### src/rtl/fp_pkg.sv
// fp_pkg: IEEE-754 single-precision types and constants shared by the FP datapath stages.
package fp_pkg;
    localparam int FP_EXP_W  = 8;
    localparam int FP_FRAC_W = 23;
    localparam int FP_BIAS   = 127;
    localparam bit RND_RNE   = 1'b0;
    localparam bit RND_TRUNC = 1'b1;
    typedef struct packed {
        logic                 sign;
        logic [FP_EXP_W-1:0]  exp;
        logic [FP_FRAC_W-1:0] frac;
    } fp32_t;
endpackage

### src/rtl/lzc32.sv
// lzc32: combinational 32-bit leading-zero counter, returns 32 for a zero input.
module lzc32 (
    input  logic [31:0] data_i,
    output logic [5:0]  cnt_o
);
    always_comb begin
        cnt_o = 6'd32;
        for (int i = 0; i < 32; i++)
            if (data_i[i]) cnt_o = 6'(31 - i);
    end
endmodule

### src/rtl/i2f_conv.sv
// i2f_conv: 3-stage integer to IEEE-754 single converter (capture, normalise, round/pack)
// with valid/ready on both sides; a stalled output freezes the whole pipeline.
module i2f_conv
    import fp_pkg::*;
#(
    parameter int SIGNED   = 1,
    parameter int RND_MODE = 0
) (
    input  logic        clk,
    input  logic        rst,
    input  logic        in_valid,
    output logic        in_ready,
    input  logic [31:0] in_data,
    output logic        out_valid,
    input  logic        out_ready,
    output logic [31:0] out_data,
    output logic        inexact
);
    localparam bit RNE = (1'(RND_MODE) == RND_RNE);
    logic        v1_q, v2_q, out_valid_q, inexact_q, stall;
    logic        sign1_q, sign2_q, zero2_q, sign_d, inc, inexact_d;
    logic [31:0] mag1_q, mag_d, out_data_q;
    logic [30:0] norm2_q, norm_d;
    logic [5:0]  lz, lz2_q;
    logic [7:0]  exp_d;
    logic [23:0] frac_sum;
    fp32_t       res_d;
    assign stall     = out_valid_q & ~out_ready;
    assign in_ready  = ~stall;
    assign out_valid = out_valid_q;
    assign out_data  = out_data_q;
    assign inexact   = inexact_q;
    assign sign_d = (SIGNED != 0) && in_data[31];
    assign mag_d  = sign_d ? -in_data : in_data;
    lzc32 u_lzc (.data_i(mag1_q), .cnt_o(lz));
    // The leading one lands in bit 31 and is implicit, so only bits below it are kept.
    assign norm_d    = 31'(mag1_q << lz);
    assign exp_d     = 8'(FP_BIAS + 31) - {2'b00, lz2_q};
    assign inc       = RNE & norm2_q[7] & (|norm2_q[6:0] | norm2_q[8]);
    assign frac_sum  = {1'b0, norm2_q[30:8]} + {23'd0, inc};
    assign inexact_d = norm2_q[7] | (|norm2_q[6:0]);
    always_comb begin
        res_d.sign = sign2_q;
        res_d.exp  = zero2_q ? 8'd0 : exp_d + 8'(frac_sum[23]);
        res_d.frac = frac_sum[22:0];
    end
    always_ff @(posedge clk) begin
        if (rst) begin
            v1_q        <= 1'b0;
            v2_q        <= 1'b0;
            out_valid_q <= 1'b0;
            out_data_q  <= 32'h0;
            inexact_q   <= 1'b0;
        end else if (!stall) begin
            v1_q        <= in_valid;
            v2_q        <= v1_q;
            out_valid_q <= v2_q;
            sign1_q     <= sign_d;
            mag1_q      <= mag_d;
            sign2_q     <= sign1_q;
            zero2_q     <= (mag1_q == 32'd0);
            lz2_q       <= lz;
            norm2_q     <= norm_d;
            if (v2_q) begin
                out_data_q <= res_d;
                inexact_q  <= inexact_d;
            end
        end
    end
endmodule

### config.mk
export PLATFORM = sky130hd
export DESIGN_NAME = i2f_conv
export DESIGN_NICKNAME = d
export VERILOG_FILES = /design/src/rtl/fp_pkg.sv /design/src/rtl/lzc32.sv /design/src/rtl/i2f_conv.sv
export SDC_FILE = /design/constraint.sdc
export NUM_CORES = 1
export LEC_CHECK = 0
export ABC_CLOCK_PERIOD_IN_PS = 5700
export BUFFER_PORTS_ARGS = -buffer_cell sky130_fd_sc_hd__buf_4
export CORE_ASPECT_RATIO = 0.75
export CORE_UTILIZATION = 39
export CTS_BUF_LIST = sky130_fd_sc_hd__clkbuf_8
export DETAILED_ROUTE_END_ITERATION = 7
export GPL_TIMING_DRIVEN = 0
export HOLD_SLACK_MARGIN = 0.12
export SLEW_MARGIN = 20
export SYNTH_ARGS = -nofsm -noshare
export SYNTH_HDL_FRONTEND = slang
export SYNTH_SLANG_ARGS = --single-unit
export TNS_END_PERCENT = 5
### constraint.sdc
create_clock -name clk -period 5.7 [get_ports clk]
set_input_delay 0.57 -clock clk [delete_from_list [all_inputs] [get_ports clk]]
set_output_delay 0.57 -clock clk [all_outputs]
set_load 0.02 [all_outputs]
==> flow_summary_export.csv, run 1 <==
group,metric,value,unit
placed_design,dp_hpwl,16600,um
yosys,yosysWarnings,0,
yosys,synth-edff-count,72,
clock_tree,cts_resized,0,
yosys,synth_seq_cells,108,
finish,post-route-util,46.2,%
pwr,leakage,2.78,nW
placed_design,gp_congestion,0.960,
finish,antenna_cells,0,
routing,ant_nets,0,
timing,drv_slew,0,
finish,drive_above_1_share,15.0,%
clock_tree,clock_latency,0.40,ns
clock_tree,clk_path_buf_depth,2,
placed_design,placed_cell_area,7590,um2
floorplanning,row_count,41,
routing,drt_iter0_markers,741,
timing,rsz0062_at_grt,"no",
finish,regArea,2880,um2
timing,fin_crit,4.32,ns
clock_tree,cts.sinks,108,
hold_path,min_delay_path_depth,1,
floorplanning,core_area,16900,um2
pwr,power_density,254,nW/um2
floorplanning,fp.dieH,116,um
clock_tree,cts-hold-fix-buffers,0,
global_route,overflow,0,
finish,fin_area,7800,um2
clock_tree,post_cts_buffers,0,
clock_tree,cts_root_buffer,"clkbuf_8",
routing,wl_per_cell,20.4,um
timing,worstMarginPinSlew,1.15,ns
floorplanning,initial_utilization,40.0,%
yosys,synth_cell_types,68,
floorplanning,die_width,154,um
timing,setup_viol,0,
finish,syn2layout_area_growth,15.7,%
routing,drcViolationCount,0,
routing,post_drt_via_cell_ratio,6.05,
worst_setup_path,cp.arrival,4.52,ns
hold_path,min_path_type,"in2reg",
timing,slew_headroom,22.6,%
yosys,yosys-top-cells-area,"edfxtp_1, dfxtp_1, xnor2_1",
yosys,syn-num-nets,755,
timing,timing.final.crit_share,75.7,%
yosys,synth.largest_area_cell,"edfxtp_1",
worst_setup_path,cpPeakStageDelay,0.89,ns
global_route,grt_pass1_wl,32600,um
yosys,async_flop_share,0,%
run_status,outcome,"finished, final reports clean",
global_route,grt_max_degree,30,
clock_tree,clk_pin_slew_worst_paths,0.11,ns
yosys,avgSynthCellArea,9.45,um2
placed_design,portBuffers,69,
worst_setup_path,critPathMaxFanout,10,
timing,clock.fmax,0.232,GHz
global_route,antenna_found_initial,0,
finish,final_net_count,838,
yosys,synth_top_area_share,32.1,%
worst_setup_path,cp_slowest_cell,"o21ai_0",
yosys,syn_inst,714,
timing,timing_hold_violations_final,0,
floorplanning,io_pins,71,
global_route,grtUsageTotal,24.1,%
yosys,synth-main-ff-cell,"edfxtp_1",
clock_tree,tritoncts,"yes",
routing,vias,6153,
worst_setup_path,critical_path_required,5.90,ns
worst_setup_path,endpoint_kind,"flop",
timing,clock_skew,0.0143,ns
worst_setup_path,crit_chain,"nor2b_1 > nor3_2 > o2111ai_1 > o211ai_2 > buf_4 > a21boi_0 > o21ai_0 > mux2i_1 > o221ai_1",
pwr,vdd_drop_max,0.000139,V
finish,multi_input_area,3640,um2
run,cap_violations,0,
global_route,grt_pass1_vias,5723,
routing,drt_pre_antenna_iters,5,
worst_setup_path,start_kind,"flop",
finish,nFillCells,1623,
yosys,ys_seq_area_share,42.7,%
finish,final_common_cell,"nor2_1",
yosys,synth_area,6740,um2
floorplanning,die_area,17800,um2
worst_setup_path,crit_type,"reg2reg",
worst_setup_path,r2r_cells,9,
clock_tree,cts-htree-levels,3,
clock_tree,cts_made_buffers,9,
routing,wl,20700,um
finish,layout_common_cells,"nor2_1, edfxtp_1, buf_4",
-- worst max-delay path: cells and delay by family (launching register included) --
family                 cells  cell delay, ns
AO/OA/AOI/OAI              5            2.28
buffers and inverters      1            0.26
flip-flops                 1            0.52
multiplexers               1            0.44
AND/OR/NAND/NOR            2            0.59
-- registers in the layout (all words and copies together) (netlist names) --
register   flops
mag1_q        32
out_data      32
norm2_q       31
lz2_q          6
inexact        1
out_valid      1
sign1_q        1
sign2_q        1
v1_q           1
v2_q           1
zero2_q        1
-- cell usage after synthesis (all sizes together), types with 3 or more instances --
cell type,instances
nor2,82
edfxtp,72
nand2,57
xnor2,39
a211oi,37
dfxtp,36
o21ai,34
a21oi,30
clkbuf,26
mux2i,23
or3,20
inv,17
nor3,16
nand3,15
buf,14
nor4,13
o211ai,13
o31ai,13
a22oi,12
and2,12
and3,12
xor2,12
nand2b,10
a31oi,8
mux4,7
o22ai,7
a221oi,6
o2111ai,6
o221ai,6
ha,5
a21o,4
nand4,4
o2111a,4
o21a,4
or2,4
a2111oi,3
a311oi,3
a32oi,3
nor2b,3
o311ai,3
or4,3
-- report_power, final --
| part | internal (W) | switching (W) | total [W] |
|---|---|---|---|
| logic | 0.000191 | 0.000301 | 0.000492 |
| clock network | 0.000215 | 0.000291 | 0.000507 |
| registers | 0.000920 | 0.0000656 | 0.000986 |
| total | 0.00133 | 0.000658 | 0.00198 |
-- cells by family after synthesis --
| logic type | count (synthesis) | synth area share (%) |
|---|---|---|
| muxes | 30 | 5.75 |
| DFF | 108 | 42.7 |
| and+or+nand+nor | 253 | 18.4 |
| adders and majority gates | 5 | 0.928 |
| xor gates and xnor gates | 51 | 6.62 |
| buffers and inverters | 58 | 3.52 |
| AOI/OAI and AO/OA | 209 | 22.1 |
-- final cells by class --
class | count | share of cell area, %
repair buffers | 72 | 7.21
inverters | 18 | 0.866
well taps | 215 | 3.45
plain buffers | 40 | 2.18
clock inverters | 7 | 1.17
multi-input cells | 548 | 46.6
flip-flops and latches | 108 | 36.9
clock buffers | 9 | 1.59
-- worst paths after layout --
path,from,endpoint,slack [ns]
worst max-delay path,mag1_q[30]$_DFFE_PP_,norm2_q[30]$_SDFFCE_PP0P_,1.38
worst min-delay path,in_data[0],mag1_q[0]$_DFFE_PP_,0.39
worst max register to register,mag1_q[30]$_DFFE_PP_,norm2_q[30]$_SDFFCE_PP0P_,1.38
worst min register to register,sign1_q$_DFFE_PP_,sign2_q$_DFFE_PP_,0.43
-- routing by layer --
| metal | GRT usage [%] | wire length, um |
|---|---|---|
| met5 | 0 | 0 |
| met4 | 4.73 | 177 |
| met3 | 4.79 | 1570 |
| met2 | 34.8 | 8510 |
| met1 | 36.9 | 10500 |
-- per-stage QoR --
step           setup slack (ns)  total power [W]  hold slack [ns]  cells  setup TNS, ns
2_1_floorplan             0.899          0.00130            0.400    714              0
3_5_place_dp               1.66          0.00149            0.405   1001              0
5_1_grt                    1.34          0.00208            0.373   1017              0
6_report                   1.38          0.00198            0.389   1017              0
4_1_cts                    1.59          0.00200            0.373   1017              0
3_3_place_gp             -0.253          0.00148            0.410    998         -17.79
Note: power is estimated with default switching activity, not from simulation.
==> run 2: changes to the inputs <==
Settings changed: ABC_AREA set to 1, ABC_CLOCK_PERIOD_IN_PS 5700 to 4000.
Clock period 5.7 ns to 4 ns, I/O delays scaled along.
==> run 2 against run 1 <==
Sequential share of layout area is 0.67 points lower. Clock skew up 0.0054 ns. Critical path type unchanged. Largest cell class unchanged. Flip-flop and latch count did not move.
==> flow_summary_export.csv, run 2 <==
group,metric,value,unit
finish,antenna_cells,0,
yosys,synth-main-ff-cell,"edfxtp_1",
hold_path,min_path_type,"in2reg",
placed_design,portBuffers,70,
global_route,antenna_found_initial,0,
yosys,synthTopCellsByCount,"nand2_1, nand3_1, inv_1",
yosys,yosysWarnings,0,
finish,final_net_count,1068,
timing,drv_slew,0,
pwr,total_power,0.00291,W
run_status,outcome,"finished, final reports clean",
floorplanning,core_area,17000,um2
timing,rsz0062_at_grt,"no",
timing,worstMarginPinSlew,0.714,ns
finish,layout_common_cells,"nand2_1, nand3_1, inv_1",
floorplanning,initial_utilization,40.1,%
routing,wl,18500,um
pwr,power_density,367,nW/um2
routing,drt_pre_antenna_iters,5,
clock_tree,cts_made_buffers,9,
finish,post-route-util,46.8,%
yosys,ys_seq_area_share,42.3,%
finish,nFillCells,1752,
global_route,grtUsageTotal,22.0,%
clock_tree,cts.sinks,108,
worst_setup_path,endpoint_kind,"flop",
yosys,synth_area,6820,um2
global_route,grt_pass1_wl,30700,um
clock_tree,tritoncts,"yes",
clock_tree,clock_latency,0.40,ns
yosys,synth-edff-count,72,
floorplanning,die_area,18000,um2
floorplanning,row_count,41,
worst_setup_path,crit_buf_inv,0,
yosys,syn-num-nets,984,
worst_setup_path,crit_chain,"or4_1 > nor4_1 > a21oi_1 > ha_1 > nand3_1 > nor2_1 > nand3_1 > nor4_4 > nand4_1 > nor3_1 > nand2_1 > nor2_1 > nand4_1 > ha_1 > ha_1 > or2_2 > a21oi_1",
worst_setup_path,crit_family,"simple AND/OR/NAND/NOR gates",
worst_setup_path,start_kind,"flop",
clock_tree,clk_pin_slew_worst_paths,0.11,ns
routing,vias,6512,
yosys,async_flop_share,0,%
timing,setup_viol,0,
floorplanning,io_pins,71,
clock_tree,cts-htree-levels,3,
timing,fin_crit,3.48,ns
yosys,synth_top_area_share,31.7,%
timing,clock.fmax,0.287,GHz
global_route,grt_pass1_vias,6070,
worst_setup_path,cp_slowest_cell,"edfxtp_1",
placed_design,dp_hpwl,14900,um
yosys,synth.largest_area_cell,"edfxtp_1",
pwr,vdd_drop_max,0.000172,V
worst_setup_path,crit_top_cell,"ha_1",
timing,timing.final.crit_share,87.0,%
routing,post_drt_via_cell_ratio,5.14,
yosys,yosys-top-cells-area,"edfxtp_1, nand3_1, nand2_1",
worst_setup_path,cpPeakStageDelay,0.33,ns
finish,drive_above_1_share,10.7,%
run,cap_violations,0,
timing,finalSetupTns,0,ns
worst_setup_path,crit_type,"reg2reg",
finish,final_common_cell,"nand2_1",
global_route,overflow,0,
pwr,leakage,3.65,nW
timing,timing_hold_violations_final,0,
placed_design,gp_congestion,0.920,
yosys,synth_cell_types,37,
yosys,syn_inst,943,
floorplanning,die_width,155,um
routing,ant_nets,0,
finish,syn2layout_area_growth,16.6,%
timing,clock_skew,0.0196,ns
routing,drt_iter0_markers,608,
worst_setup_path,critPathMaxFanout,4,
routing,drcViolationCount,0,
worst_setup_path,critical_path_required,4.33,ns
yosys,avgSynthCellArea,7.23,um2
floorplanning,fp.dieH,116,um
routing,wl_per_cell,14.6,um
worst_setup_path,cp.arrival,3.81,ns
clock_tree,clk_path_buf_depth,2,
yosys,synth.most_common_cell,"nand2_1",
global_route,grt_max_degree,29,
clock_tree,cts_root_buffer,"clkbuf_8",
timing,slew_headroom,51.9,%
yosys,synth_seq_cells,108,
-- run 2: worst paths after layout --
path                       startpoint                   endpoint  slack, ns  cells past startpoint
max reg2reg  norm2_q[1]$_SDFFCE_PP0P_  out_data[24]$_SDFFE_PP0P_       0.52                     17
min                       in_data[31]          sign1_q$_DFFE_PP_       0.20                      1
min reg2reg         sign1_q$_DFFE_PP_          sign2_q$_DFFE_PP_       0.43                      0
max          norm2_q[1]$_SDFFCE_PP0P_  out_data[24]$_SDFFE_PP0P_       0.52                     17
-- run 2: area by class of cell --
type / instances / area [um2] / area share [%]
Buffer: 39 / 183 / 2.30
Sequential cell: 108 / 2880 / 36.3
Tap cell: 236 / 295 / 3.71
Clock buffer: 10 / 138 / 1.73
Clock inverter: 6 / 105 / 1.32
Timing Repair Buffer: 73 / 573 / 7.21
Multi-Input combinational cell: 684 / 3350 / 42.2
Inverter: 112 / 420 / 5.29
-- run 2: cell families after synthesis --
| family | after synthesis | synth area share [%] |
|---|---|---|
| buf+inv | 151 | 8.85 |
| flops | 108 | 42.3 |
| compound gates | 82 | 6.59 |
| fa+ha+maj | 5 | 0.918 |
| simple gates | 551 | 35.4 |
| xor+xnor | 46 | 5.91 |
-- run 2: metal layers --
layer  vias to the layer above  track usage (%)  wire [um]  share of wire [%]
met5                         -                0          0                  0
met4                         0             5.41        197                1.1
met3                        17             4.04       1480                8.0
met2                       227             31.7       7270                 39
met1                      2974             33.7       9510                 52
li1                       3294                -          -                  -
-- run 2: worst register-to-register path, cell delays in order (launching register included) --
cell	delay, ns
edfxtp_1	0.33
or4_1	0.11
nor4_1	0.06
a21oi_1	0.13
ha_1	0.18
nand3_1	0.12
nor2_1	0.19
nand3_1	0.21
nor4_4	0.27
nand4_1	0.22
nor3_1	0.26
nand2_1	0.11
nor2_1	0.20
nand4_1	0.14
ha_1	0.22
ha_1	0.27
or2_2	0.29
a21oi_1	0.11
-- run 2: where the power goes --
part	switching (W)	internal, W
clock network	0.000406	0.000383
registers	0.0000702	0.00132
logic	0.000474	0.000262
-- run 2: repair_timing --
item                       4_1_cts  5_1_grt
setup endpoints to repair        0        8
buffers inserted                 0        1
gates resized for setup          0        2
hold buffers                     0        0
-- run 2: stage by stage --
step           instance area (um2)  worst slack, ns  hold WS [ns]  cells
2_1_floorplan                 6820            0.900         0.400    943
3_3_place_gp                  7640           0.0123         0.405   1249
3_5_place_dp                  7680            0.126         0.411   1251
4_1_cts                       7930            0.103         0.184   1267
5_1_grt                       7950           0.0309         0.179   1268
6_report                      7950            0.519         0.200   1268
